==> src/rtl/sprite_pkg.sv <==
// Shared constants and types for the sprite tile memories: palette, tile
// geometry and the writer FSM state encoding. The palette here is the same
// table the read-side tile RAMs decode with, so both ends agree.
package sprite_pkg;

    localparam int TILE_W      = 20;
    localparam int TILE_H      = 20;
    localparam int TILE_PIXELS = TILE_W * TILE_H;
    localparam int ADDR_W      = 9;
    localparam int IDX_W       = 4;
    localparam int PAL_N       = 9;

    localparam logic [11:0] PALETTE [0:PAL_N-1] = '{
        12'h808, 12'h887, 12'h000, 12'hFEF, 12'hFC9,
        12'hE50, 12'hA30, 12'h765, 12'hE30
    };

    typedef enum logic [1:0] {
        ST_IDLE = 2'd0,
        ST_LOAD = 2'd1,
        ST_DONE = 2'd2
    } state_e;

endpackage

==> src/rtl/sprite_palette_encoder.sv <==
// Combinational RGB-to-palette-index encoder. Lowest matching index wins;
// an unmatched colour yields index 0 (transparent) with hit low.
module sprite_palette_encoder #(
    parameter int IDX_W = sprite_pkg::IDX_W
) (
    input  logic [11:0]      rgb,
    output logic [IDX_W-1:0] idx,
    output logic             hit
);
    import sprite_pkg::*;

    // Scan from the top entry down so lower indices overwrite higher ones.
    always_comb begin
        idx = '0;
        hit = 1'b0;
        for (int i = PAL_N - 1; i >= 0; i--) begin
            idx = (rgb == PALETTE[i]) ? IDX_W'(i) : idx;
            hit = hit | (rgb == PALETTE[i]);
        end
    end

endmodule

==> src/rtl/sprite_tile_writer.sv <==
// Streams RGB pixels into a tile memory write port in raster order,
// converting each pixel to its palette index and tracking unmatched pixels.
module sprite_tile_writer #(
    parameter int TILE_PIXELS = sprite_pkg::TILE_PIXELS,
    parameter int ADDR_W      = sprite_pkg::ADDR_W,
    parameter int IDX_W       = sprite_pkg::IDX_W
) (
    input  logic              Clk,
    input  logic              Reset,
    input  logic              start,
    input  logic              abort,
    input  logic              pix_valid,
    input  logic [11:0]       pix_rgb,
    output logic              pix_ready,
    output logic              wr_en,
    output logic [ADDR_W-1:0] wr_addr,
    output logic [IDX_W-1:0]  wr_data,
    output logic              busy,
    output logic              done,
    output logic              err,
    output logic [ADDR_W-1:0] miss_count
);
    import sprite_pkg::*;

    state_e            state_r;
    state_e            next_state_s;
    logic              accept_s;
    logic              load_start_s;
    logic              last_s;
    logic [IDX_W-1:0]  enc_idx_s;
    logic              enc_hit_s;

    logic [ADDR_W-1:0] cnt_r;
    logic              wr_en_r;
    logic [ADDR_W-1:0] wr_addr_r;
    logic [IDX_W-1:0]  wr_data_r;
    logic              busy_r;
    logic              done_r;
    logic              err_r;
    logic [ADDR_W-1:0] miss_r;

    sprite_palette_encoder #(
        .IDX_W (IDX_W)
    ) u_encoder (
        .rgb (pix_rgb),
        .idx (enc_idx_s),
        .hit (enc_hit_s)
    );

    assign last_s       = (cnt_r == ADDR_W'(TILE_PIXELS - 1));
    assign load_start_s = (state_r == ST_IDLE) && start;
    // Ready comes from registered state only so it never loops back to valid.
    assign pix_ready    = (state_r == ST_LOAD);

    // FSM state register.
    always_ff @(posedge Clk or posedge Reset) begin
        if (Reset) begin
            state_r <= ST_IDLE;
        end else begin
            state_r <= next_state_s;
        end
    end

    // Next-state and pixel-acceptance decode; abort beats the final pixel.
    always_comb begin
        next_state_s = state_r;
        accept_s     = 1'b0;
        case (state_r)
            ST_IDLE: begin
                if (start) begin
                    next_state_s = ST_LOAD;
                end else begin
                    next_state_s = ST_IDLE;
                end
            end
            ST_LOAD: begin
                accept_s = pix_valid;
                if (abort) begin
                    next_state_s = ST_IDLE;
                end else if (pix_valid && last_s) begin
                    next_state_s = ST_DONE;
                end else begin
                    next_state_s = ST_LOAD;
                end
            end
            ST_DONE: begin
                next_state_s = ST_IDLE;
            end
            default: begin
                next_state_s = ST_IDLE;
            end
        endcase
    end

    // Write port, status flags and pixel counter, all registered.
    always_ff @(posedge Clk or posedge Reset) begin
        if (Reset) begin
            cnt_r     <= '0;
            wr_en_r   <= 1'b0;
            wr_addr_r <= '0;
            wr_data_r <= '0;
            busy_r    <= 1'b0;
            done_r    <= 1'b0;
            err_r     <= 1'b0;
            miss_r    <= '0;
        end else begin
            wr_en_r <= accept_s;
            done_r  <= accept_s && last_s && !abort;
            busy_r  <= (next_state_s != ST_IDLE);
            if (load_start_s) begin
                cnt_r  <= '0;
                err_r  <= 1'b0;
                miss_r <= '0;
            end else if (accept_s) begin
                wr_addr_r <= cnt_r;
                wr_data_r <= enc_hit_s ? enc_idx_s : '0;
                if (!last_s) begin
                    cnt_r <= cnt_r + ADDR_W'(1);
                end else begin
                    cnt_r <= cnt_r;
                end
                if (!enc_hit_s) begin
                    err_r <= 1'b1;
                    if (miss_r != ADDR_W'(TILE_PIXELS)) begin
                        miss_r <= miss_r + ADDR_W'(1);
                    end else begin
                        miss_r <= miss_r;
                    end
                end else begin
                    err_r <= err_r;
                end
            end else begin
                cnt_r <= cnt_r;
            end
        end
    end

    assign wr_en      = wr_en_r;
    assign wr_addr    = wr_addr_r;
    assign wr_data    = wr_data_r;
    assign busy       = busy_r;
    assign done       = done_r;
    assign err        = err_r;
    assign miss_count = miss_r;

endmodule

==> config.mk <==
export PLATFORM = sky130hd
export DESIGN_NAME = sprite_tile_writer
export DESIGN_NICKNAME = d
export VERILOG_FILES = /design/src/rtl/sprite_pkg.sv /design/src/rtl/sprite_palette_encoder.sv /design/src/rtl/sprite_tile_writer.sv
export SDC_FILE = /design/constraint.sdc
export NUM_CORES = 1
export LEC_CHECK = 0
export ABC_AREA = 1
export CELL_PAD_IN_SITES_DETAIL_PLACEMENT = 1
export CELL_PAD_IN_SITES_GLOBAL_PLACEMENT = 2
export CORE_UTILIZATION = 29
export CTS_CLUSTER_SIZE = 40
export DETAILED_ROUTE_END_ITERATION = 8
export GPL_ROUTABILITY_DRIVEN = 0
export PLACE_DENSITY = 0.79
export RECOVER_POWER = 50
export SYNTH_ARGS = -nofsm -noshare
export SYNTH_HDL_FRONTEND = slang
export SYNTH_SLANG_ARGS = --single-unit
==> constraint.sdc <==
create_clock -name Clk -period 1.8 [get_ports Clk]
set_input_delay 0.27 -clock Clk [delete_from_list [all_inputs] [get_ports Clk]]
set_output_delay 0.27 -clock Clk [all_outputs]
set_load 0.03 [all_outputs]
[Word-level counts from Yosys, hierarchy flattened]
Index checks and enable logic that the tools add are counted.
Word-level totals
  register bits after elaboration: 37
  input bits: 17
  output and inout bits: 27
  logic and storage cells: 72
Operators by class
  add/subtract/negate cells: 2
  reductions and logical operators: 14
  multiplexer cells: 25
  bitwise operators: 9
  equal/unequal tests: 13
Operators with widths (count)
  12-bit equality test (second input constant): 7
  9-bit 2-to-1 mux: 7
  4-bit 2-to-1 mux: 10
  9-bit by 1-bit adder with 9-bit output (second input constant): 2
  12-bit by 11-bit equality test with 1-bit output (second input constant): 1
  12-bit logical NOT: 1
  9-bit equality test (second input constant): 1
  9-bit != test (second input constant): 1
  1-bit bitwise OR: 8
  2-bit AND reduction: 3
  2-bit nonzero test: 3
  1-bit 2-to-1 mux: 5
  1-bit logical AND: 4
  2-bit 2-to-1 mux: 2
  2-bit != test (second input constant): 2
  2-bit case mux with 2 select lines: 1
  3-bit AND reduction: 1
  2-bit by 1-bit equality test with 1-bit output (second input constant): 1
  2-bit logical NOT: 1
  1-bit logical NOT: 1
  1-bit NOT: 1

[Longest topological paths before layout]
Gate-level depths: netlist (run 1).
  depth in word-level cells: 12
  gate-level depth with buffers: 10
  gate-level depth less buffers: 10

[By module]
A second synthesis (run 1) with hierarchy kept.
Unflattened totals
  cell total of the unflattened synthesis: 345
  area total of the unflattened synthesis: 2368.5 sq um
Modules (own cells, without submodules)
  sprite_tile_writer: cells an instance 267, instances 1, area each 2016.9 sq um
  sprite_palette_encoder: cells an instance 78, instances 1, area each 351.6 sq um

[Least setup slack after synthesis (run 1)]
Ideal clock, no wire load.
  kind: register -> register
  from: reg miss_r[0] (netlist: miss_count[0])
  to: reg miss_r[4] (netlist: miss_count[4])
  setup time: 0.066 ns
  stages on the path, launching flop included: 9
  path buffers: 0
  arrival time: 1.559 ns
  setup slack: 0.175 ns
  path through: dfrtp_1 > inv_1 > ha_1 > nand2_1 > nor3_1 > nand4_2 > nand4_2 > nand3_1 > nand2_1
Between the ends
  longest elaborated chain between the ends: 5
  elaborated cells between the ends (all ways): 8
  those cells by class: add/sub (1); eq/ne (1); mux (4); reduce/logical (2)
Ends and longest elaborated chain
  from (decl): line sprite_tile_writer.sv:40  | logic [ADDR_W-1:0] miss_r;
  from (signal assigned): line sprite_tile_writer.sv:125  | miss_r <= miss_r + ADDR_W'(1);
  from (signal assigned): line sprite_tile_writer.sv:127  | miss_r <= miss_r;
  9-bit by 1-bit adder with 9-bit output: line sprite_tile_writer.sv:125
  9-bit 2-to-1 mux: line sprite_tile_writer.sv:124  | if (miss_r != ADDR_W'(TILE_PIXELS)) begin
  9-bit 2-to-1 mux: line sprite_tile_writer.sv:122  | if (!enc_hit_s) begin
  9-bit 2-to-1 mux: line sprite_tile_writer.sv:114  | end else if (accept_s) begin
  9-bit 2-to-1 mux: line sprite_tile_writer.sv:110  | if (load_start_s) begin
Parallel ways exist; a longest one is shown, timed or not. The select of a mux whose other input is x is not followed.
A chain may end at the register's enable or synchronous reset.

[Worst setup path in the final report (run 1)]
  from: reg miss_r[5] (netlist: miss_count[5])
  to: out miss_count[5]
RTL lines
  to (decl): line sprite_tile_writer.sv:21  | output logic [ADDR_W-1:0] miss_count
No word-level cell between the ends.

==> metrics.log, run 1 <==
[metrics] total half-perimeter wirelength after legalization and detailed placement: 4.08 mm
[metrics] area of the die: 0.00769 mm2
[metrics] setup_tns: 0 ps
[metrics] Post-Synthesis Mean Instance Area: 7.83 um2
[metrics] number of synthesis warnings: 0
[metrics] max cap viols: 0
[metrics] Compound-Gate Fraction of Synth Area: 0.0711
[metrics] clk slew on worst S/H paths: 70 ps
[metrics] dominant combinational cell family by area after synthesis: simple AND/OR/NAND/NOR gates
[metrics] first-iteration detailed-routing DRC count: 75
[metrics] share of cell area taken by muxes after synthesis: 0
[metrics] slowest stage delay, CP: 720 ps
[metrics] number of inserted diodes: 0
[metrics] critical path fanouts, max: 6
[metrics] count of endpoints failing setup in the final report: 0
[metrics] fraction of power consumed by the clock network: 0.285
[metrics] buffers from clock root to sink, at most: 2
[metrics] Num CTS Buffers: 5
[metrics] cell at the slowest stage of the critical path: clkdlybuf4s50_1
[metrics] portion of total power attributed to sequential cells: 0.444
[metrics] number of global-route vias before repair: 1902
[metrics] chain of cells forming the critical path: clkdlybuf4s50_1
[metrics] startpoint class of the critical path: flop
[metrics] Worst EP arrival: 1470 ps
[metrics] die extent in y: 87.7 um
[metrics] Yosys reg bits: 37
[metrics] # nets final: 348
[metrics] Total Power Consumption: 0.00221 W
[metrics] commonest non-fill, non-tap cells in the layout: nand2_1 (66), clkdlybuf4s50_1 (40), dfrtp_1 (37), nor2_1 (30), nand3_1 (29)
[metrics] Fmax achieved: 573 MHz
[metrics] clock sink total: 37
[metrics] critical path required time: 1530 ps
[metrics] total power per unit cell area: 779 mW/mm2
[metrics] cell count after synthesis: 272
[metrics] number of search-and-repair iterations in the first detailed-routing pass: 4
[metrics] reg-to-reg critical path startpoint: cnt_r[0]$_DFFE_PP0P_
[metrics] Row Count: 30
[metrics] cell area reported after detailed placement: 0.00273 mm2
[metrics] most common cell after layout, fill and taps aside: nand2_1
[metrics] overall via count from detail_route: 1933
[metrics] global-route wire length before repair: 9.28 mm
[metrics] number of buffers inserted by hold repair at cts: 0
[metrics] netlist area before placement: 0.00213 mm2
[metrics] starting density of the core: 0.307
[metrics] ANT nets after route: 0
[metrics] worst relative slew slack: 0.403
[metrics] final hold violations: 0
[metrics] Reg2Reg Setup Slack: 200 ps
[metrics] synthesized-area fraction occupied by and/or/nand/nor cells: 0.382
[metrics] detailed-route vias per instance: 4.55
[metrics] post-synthesis adder-cell area fraction: 0.0176
[metrics] remaining design rule violation count: 0
[metrics] switching share of power: 0.323
[metrics] CP Buf/Inv Count: 1
[metrics] switching component of the power: 0.000714 W
[metrics] share of flip-flops with an asynchronous set or reset after synthesis: 1.00
[metrics] synthesized netlist net count: 292
[metrics] start point of the worst min-delay path: wr_data[0]$_DFFE_PP0P_
[metrics] H-tree level count: 2
[metrics] Tot GR Track Use: 0.155
[metrics] Peak supply drop: 294 uV
[metrics] main flop type after synthesis: dfrtp_1
[metrics] worst r2r path cells: 9
[metrics] design internal power: 0.00149 W
[metrics] terminus of the critical flop-to-flop path: cnt_r[3]$_DFFE_PP0P_
[metrics] Layout area overhead: 33.2%
[metrics] number of top-level pins: 44
[metrics] port bufs: 43
[metrics] setup repair after global routing missed its margin: false
[metrics] nature of the critical path endpoint: output pin
[metrics] relative contribution of combinational cells to total power: 0.271
[metrics] sum of routed wire length over all layers: 5.23 mm
[metrics] post-CTS repair timing setup buffer count: 0
[metrics] chip width: 87.7 um
[metrics] final cell area excluding filler cells: 0.00284 mm2
[metrics] worst-skew pair later-pin latency: 290 ps
[metrics] transition at the pin with the smallest max-transition slack: 896 ps
[metrics] top cell family by delay on the critical path: buffers and inverters
[metrics] root buffer cell: clkbuf_8
[metrics] Tightest Hold Check Type: flop to flop
[metrics] Placed Cells incl. Taps: 417
[metrics] worst hold endpoint: wr_data[0]$_DFFE_PP0P_
[metrics] final cycle utilization of the critical path: 0.969
[metrics] Crit Path Category: flop to output pin
[metrics] final routed wire length divided by cell count: 12.3 um
[metrics] largest net degree at the start of global routing: 38
[metrics] xor-xnor portion of the synthesized cell area: 0.0288
[metrics] number of library cell types mapped by synthesis: 31
[metrics] final count of pins violating max slew: 0
[metrics] clock tree from TritonCTS: built
[metrics] Non-Filler Instances: 425
[metrics] static leakage power: 1.36 nW
[metrics] sequential element share of the synthesized area: 0.435
[metrics] result of the run: completed
[metrics] minimum period implied by the final worst setup slack: 1740 ps
[metrics] fraction of layout instances using a drive strength above 1: 0.161
[metrics] aggregate global routing overflow: 0
[metrics] worst clock skew on the final layout: 4.19 ps
[metrics] number of enable-type register cells in the synthesized netlist: 0
[metrics] antenna violations before repair: 0
[metrics] core outline area: 0.00694 mm2
[metrics] WHS Path Cells: 2
flip-flops by register name (all words and copies together) (netlist names):
signal and flops:
wr_en 1, wr_addr 9, wr_data 4, state_r 2, cnt_r 9, err 1
done 1, busy 1, miss_count 9
area by class of cell:
type | instances | area (um2)
Fill cell | 851 | 4110
Multi-Input combinational cell | 201 | 1070
Sequential cell | 37 | 926
Timing Repair Buffer | 54 | 509
Tap cell | 96 | 120
Inverter | 29 | 109
Clock buffer | 7 | 96.3
Clock inverter | 1 | 5.00
per-stage QoR:
stage | setup slack, ps | hold WS [ps] | util
floorplan | 175 | 450 | -
global placement | -108 | 464 | 0.394
detailed placement | -130 | 470 | 0.394
CTS | 36.6 | 416 | 0.408
global route | 4.60 | 512 | 0.408
finish | 55.5 | 482 | 0.408
synth_stat cells, drive strengths merged (3+ instances only):
cell type	n	area share
dfrtp	37	0.43
nand3b	3	0.011
nand2	74	0.14
inv	29	0.051
nand3	33	0.087
xor2	6	0.025
nor2	35	0.085
a21oi	5	0.014
clkbuf	4	0.0088
nor3	8	0.021
nand4	6	0.026
o21ai	23	0.054
ha	3	0.018
power groups by stage:
| stage | sequential [W] | clock (W) | combinational (W) |
|---|---|---|---|
| 6_report | 0.000980 | 0.000630 | 0.000599 |
| 5_1_grt | 0.000991 | 0.000685 | 0.000666 |
| 4_1_cts | 0.000984 | 0.000655 | 0.000614 |
| 3_5_place_dp | 0.000998 | 0 | 0.000614 |
| 3_3_place_gp | 0.000994 | 0 | 0.000604 |
| 2_1_floorplan | 0.00110 | 0 | 0.000254 |
logic make-up after synthesis:
group / count (synthesis)
AOI/OAI and AO/OA: 29
buffers and inverters: 34
adders and majority gates: 3
xor gates and xnor gates: 7
and+or+nand+nor: 162
DFF: 37
worst max-delay path by stage:
| stage | to | cells past startpoint | start | slack (ps) |
|---|---|---|---|---|
| global placement | miss_count[6]$_DFFE_PP0P_ | 10 | pix_rgb[0] | -110 |
| finish | miss_count[5] | 1 | miss_count[5]$_DFFE_PP0P_ | 60 |
| floorplan | miss_count[4]$_DFFE_PP0P_ | 8 | miss_count[0]$_DFFE_PP0P_ | 170 |
| global route | miss_count[5] | 1 | miss_count[5]$_DFFE_PP0P_ | 5 |
| CTS | miss_count[2] | 1 | miss_count[2]$_DFFE_PP0P_ | 40 |
| detailed placement | miss_count[8]$_DFFE_PP0P_ | 10 | pix_rgb[2] | -130 |
metal layers:
metal / up-vias / share of wire / track usage
met5: - / 0 / 0
met4: 0 / 0.0099 / 0.0402
met3: 6 / 0.040 / 0.0377
met2: 39 / 0.42 / 0.229
met1: 895 / 0.53 / 0.226
li1: 993 / - / -
repair_timing:
item                                    CTS  global route
pin swaps                                 0             0
gates cloned                              0             0
endpoints found under the setup margin    1             4
gates resized for setup                   1             4
Note: power is estimated with default switching activity, not from simulation.
==> run 2: changes to the inputs <==
--- a/config.mk
+++ b/config.mk
@@ -5,10 +5,9 @@
 export SDC_FILE = /design/constraint.sdc
 export NUM_CORES = 1
 export LEC_CHECK = 0
-export ABC_AREA = 1
 export CELL_PAD_IN_SITES_DETAIL_PLACEMENT = 1
 export CELL_PAD_IN_SITES_GLOBAL_PLACEMENT = 2
-export CORE_UTILIZATION = 29
+export CORE_UTILIZATION = 30
 export CTS_CLUSTER_SIZE = 40
 export DETAILED_ROUTE_END_ITERATION = 8
 export GPL_ROUTABILITY_DRIVEN = 0
==> metrics.log, run 2 <==
[metrics] overall via count from detail_route: 1894 (-2.0%)
[metrics] Crit Path Category: primary input to flop
[metrics] core outline area: 0.00606 mm2 (-13%)
[metrics] transition at the pin with the smallest max-transition slack: 954 ps (+58.2 ps)
[metrics] top cells by area, synth: dfrtp_1 (48%), nand2_1 (9.1%), nor2_1 (3.7%)
[metrics] final routed wire length divided by cell count: 14.6 um (+19%)
[metrics] die extent in y: 82.4 um (-6.1%)
[metrics] first-iteration detailed-routing DRC count: 51 (-32%)
[metrics] switching component of the power: 0.000719 W (+0.71%)
[metrics] Row Count: 28 (-6.7%)
[metrics] starting density of the core: 0.320 (+0.0129)
[metrics] Tot GR Track Use: 0.181 (+0.0257)
[metrics] root buffer cell: clkbuf_8
[metrics] aggregate global routing overflow: 0 (unchanged)
[metrics] cell area reported after detailed placement: 0.00276 mm2 (+1.0%)
[metrics] final hold violations: 0 (unchanged)
[metrics] final cell area excluding filler cells: 0.00295 mm2 (+4.1%)
[metrics] critical path required time: 2030 ps (+500 ps)
[metrics] area of the die: 0.00678 mm2 (-12%)
[metrics] fraction of power consumed by the clock network: 0.283 (-0.002)
[metrics] worst setup margin: 4.29 ps (-51.2 ps)
[metrics] remaining design rule violation count: 0 (unchanged)
[metrics] most common cell after layout, fill and taps aside: nand2_1
[metrics] Worst EP arrival: 2020 ps (+550 ps)
[metrics] Yosys reg bits: 37 (unchanged)
[metrics] final cycle utilization of the critical path: 0.998 (+0.0284)
[metrics] number of synthesis warnings: 0 (unchanged)
[metrics] critical path fanouts, max: 4 (-2)
[metrics] chain of cells forming the critical path: buf_8 > and2b_1 > and4_4 > a221o_1 > or4b_4 > or3_4 > a21oi_2
[metrics] design internal power: 0.00149 W (-0.10%)
[metrics] fill cell count: 721 (-15%)
[metrics] sequential element share of the synthesized area: 0.478 (+0.0433)
[metrics] cell at the slowest stage of the critical path: or4b_4
[metrics] worst relative slew slack: 0.364 (-0.0388)
[metrics] number of enable-type register cells in the synthesized netlist: 0 (unchanged)
[metrics] Post-Synthesis Mean Instance Area: 9.14 um2 (+17%)
[metrics] setup repair after global routing missed its margin: true
[metrics] final count of pins violating max slew: 0 (unchanged)
[metrics] global-route wire length before repair: 9.05 mm (-2.5%)
[metrics] dominant cell by count in the synthesized netlist: nand2_1
[metrics] number of search-and-repair iterations in the first detailed-routing pass: 4 (unchanged)
[metrics] ANT nets after route: 0 (unchanged)
[metrics] hold_ws: 460 ps (-22.6 ps)
[metrics] buffers from clock root to sink, at most: 2 (unchanged)
[metrics] most frequent cells after synthesis: nand2_1 (47), dfrtp_1 (37), nor2_1 (19)
[metrics] number of inserted diodes: 0 (unchanged)
[metrics] Num CTS Buffers: 5 (unchanged)
[metrics] detailed-route vias per instance: 5.01 (+10%)
[metrics] port bufs: 43 (unchanged)
[metrics] result of the run: completed
[metrics] largest net degree at the start of global routing: 38 (unchanged)
[metrics] nature of the critical path endpoint: flop
[metrics] Layout area overhead: 52.4%
[metrics] commonest non-fill, non-tap cells in the layout: nand2_1 (46), buf_4 (40), dfrtp_1 (33), clkdlybuf4s50_1 (27), nor2_1 (19)
[metrics] switching share of power: 0.325 (+0.00179)
[metrics] clk slew on worst S/H paths: 80 ps (about the same)
[metrics] relative contribution of combinational cells to total power: 0.287 (+0.016)
[metrics] static leakage power: 1.36 nW (+0.46%)
[metrics] number of top-level pins: 44 (unchanged)
[metrics] Fmax achieved: 557 MHz (-2.9%)
[metrics] sum of routed wire length over all layers: 5.52 mm (+5.6%)
[metrics] Peak supply drop: 401 uV (+36%)
[metrics] minimum period implied by the final worst setup slack: 1800 ps (+51.2 ps)
[metrics] antenna violations before repair: 0 (unchanged)
[metrics] max cap viols: 0 (unchanged)
[metrics] cell accounting for the most synthesized area: dfrtp_1
[metrics] H-tree level count: 2 (unchanged)
[metrics] worst clock skew on the final layout: 7.16 ps (+2.96 ps)
[metrics] worst-skew pair later-pin latency: 290 ps (about the same)
[metrics] count of endpoints failing setup in the final report: 0 (unchanged)
[metrics] clock tree from TritonCTS: built
[metrics] number of global-route vias before repair: 1843 (-3.1%)
[metrics] chip width: 82.4 um (-6.1%)
[metrics] fraction of layout instances using a drive strength above 1: 0.310 (+0.149)
[metrics] number of library cell types mapped by synthesis: 43 (+39%)
[metrics] post-synth top area share: 0.478 (+0.0433)
[metrics] total half-perimeter wirelength after legalization and detailed placement: 4.03 mm (-1.2%)
[metrics] total power per unit cell area: 750 mW/mm2 (-3.7%)
[metrics] share of flip-flops with an asynchronous set or reset after synthesis: 1.00 (unchanged)
[metrics] portion of total power attributed to sequential cells: 0.430 (-0.014)
[metrics] cell count after synthesis: 212 (-22%)
[metrics] dpl ws: -709 ps (-579 ps)
[metrics] synthesized netlist net count: 232 (-21%)
[metrics] Tightest Hold Check Type: primary input to flop
[metrics] number of buffers inserted by hold repair at cts: 0 (unchanged)
[metrics] netlist area before placement: 0.00194 mm2 (-9.0%)
[metrics] clock sink total: 37 (unchanged)
[metrics] startpoint class of the critical path: primary input
[metrics] Total Power Consumption: 0.00221 W (+0.16%)
[metrics] main flop type after synthesis: dfrtp_1
[metrics] slowest stage delay, CP: 510 ps (-210 ps)
[metrics] # nets final: 322 (-7.5%)
[run 2: cell types whose count changed in the layout (fill, tap and decap cells not counted), moves of 12 or more]
cell	delta
nand3_1	-23
nand2_1	-20
inv_1	-12
buf_4	+31
clkdlybuf4s50_1	-13
o21ai_0	-13
[run 2: layer usage]
metal  GRT usage  share of wire  vias up
li1            -              -      922
met1       0.228           0.47      919
met2       0.302           0.48       42
met3      0.0352          0.034       11
met4      0.0737          0.020        0
met5           0              0        -
[run 2: cell families after synthesis]
family / synth area share
simple gates: 0.328
mux: 0.0207
xor+xnor: 0.0407
buf+inv: 0.0233
compound gates: 0.0904
fa+ha+maj: 0.0194
flops: 0.478
[run 2: final timing paths]
kind / from / end / slack [ps] / depth (start not counted)
worst max-delay path: pix_rgb[9] / miss_count[7]$_DFFE_PP0P_ / 4 / 7
worst min-delay path: pix_rgb[5] / wr_data[1]$_DFFE_PP0P_ / 460 / 4
worst max register to register: miss_count[2]$_DFFE_PP0P_ / miss_count[7]$_DFFE_PP0P_ / 30 / 6
worst min register to register: wr_addr[2]$_DFFE_PP0P_ / wr_addr[2]$_DFFE_PP0P_ / 480 / 2
max in group asynchronous: Reset / miss_count[3]$_DFFE_PP0P_ / 440 / 3
min in group asynchronous: Reset / wr_addr[1]$_DFFE_PP0P_ / 710 / 3
[run 2: layout make-up]
cell class / instances / area [um2] / area share
Tap cell: 75 / 93.8 / 0.0318
Timing Repair Buffer: 88 / 709 / 0.240
Sequential cell: 37 / 931 / 0.315
Clock buffer: 6 / 82.6 / 0.0280
Inverter: 7 / 26.3 / 0.00890
Clock inverter: 2 / 13.8 / 0.00466
Multi-Input combinational cell: 163 / 1090 / 0.371
[run 2: what timing repair did]
action | in CTS | in global routing
pin swaps | 11 | 12
endpoints found under the setup margin | 16 | 13
hold endpoints to repair | 0 | 0
gates resized for setup | 52 | 25
buffers inserted | 3 | 2
[run 2: through the flow]
| stage | TNS, ps | instances | utilization |
|---|---|---|---|
| finish | 0 | 378 | 0.487 |
| global route | -171 | 378 | 0.487 |
| CTS | -471 | 376 | 0.480 |
| detailed placement | -8440 | 365 | 0.455 |
| global placement | -8080 | 365 | 0.455 |
| floorplan | -124 | 212 | - |
[run 2: power by group through the flow]
| stage | Clock, W | Sequential, W | Combinational [W] |
|---|---|---|---|
| 6_report | 0.000626 | 0.000951 | 0.000636 |
| 5_1_grt | 0.000691 | 0.000962 | 0.000696 |
| 4_1_cts | 0.000651 | 0.000953 | 0.000641 |
| 3_5_place_dp | 0 | 0.000969 | 0.000635 |
| 3_3_place_gp | 0 | 0.000965 | 0.000630 |
| 2_1_floorplan | 0 | 0.00108 | 0.000199 |
[run 2: critical path: cells and delay by family]
| family | cells | cell delay (ps) |
|---|---|---|
| buf+inv | 1 | 90 |
| simple gates | 4 | 1210 |
| compound gates | 2 | 440 |
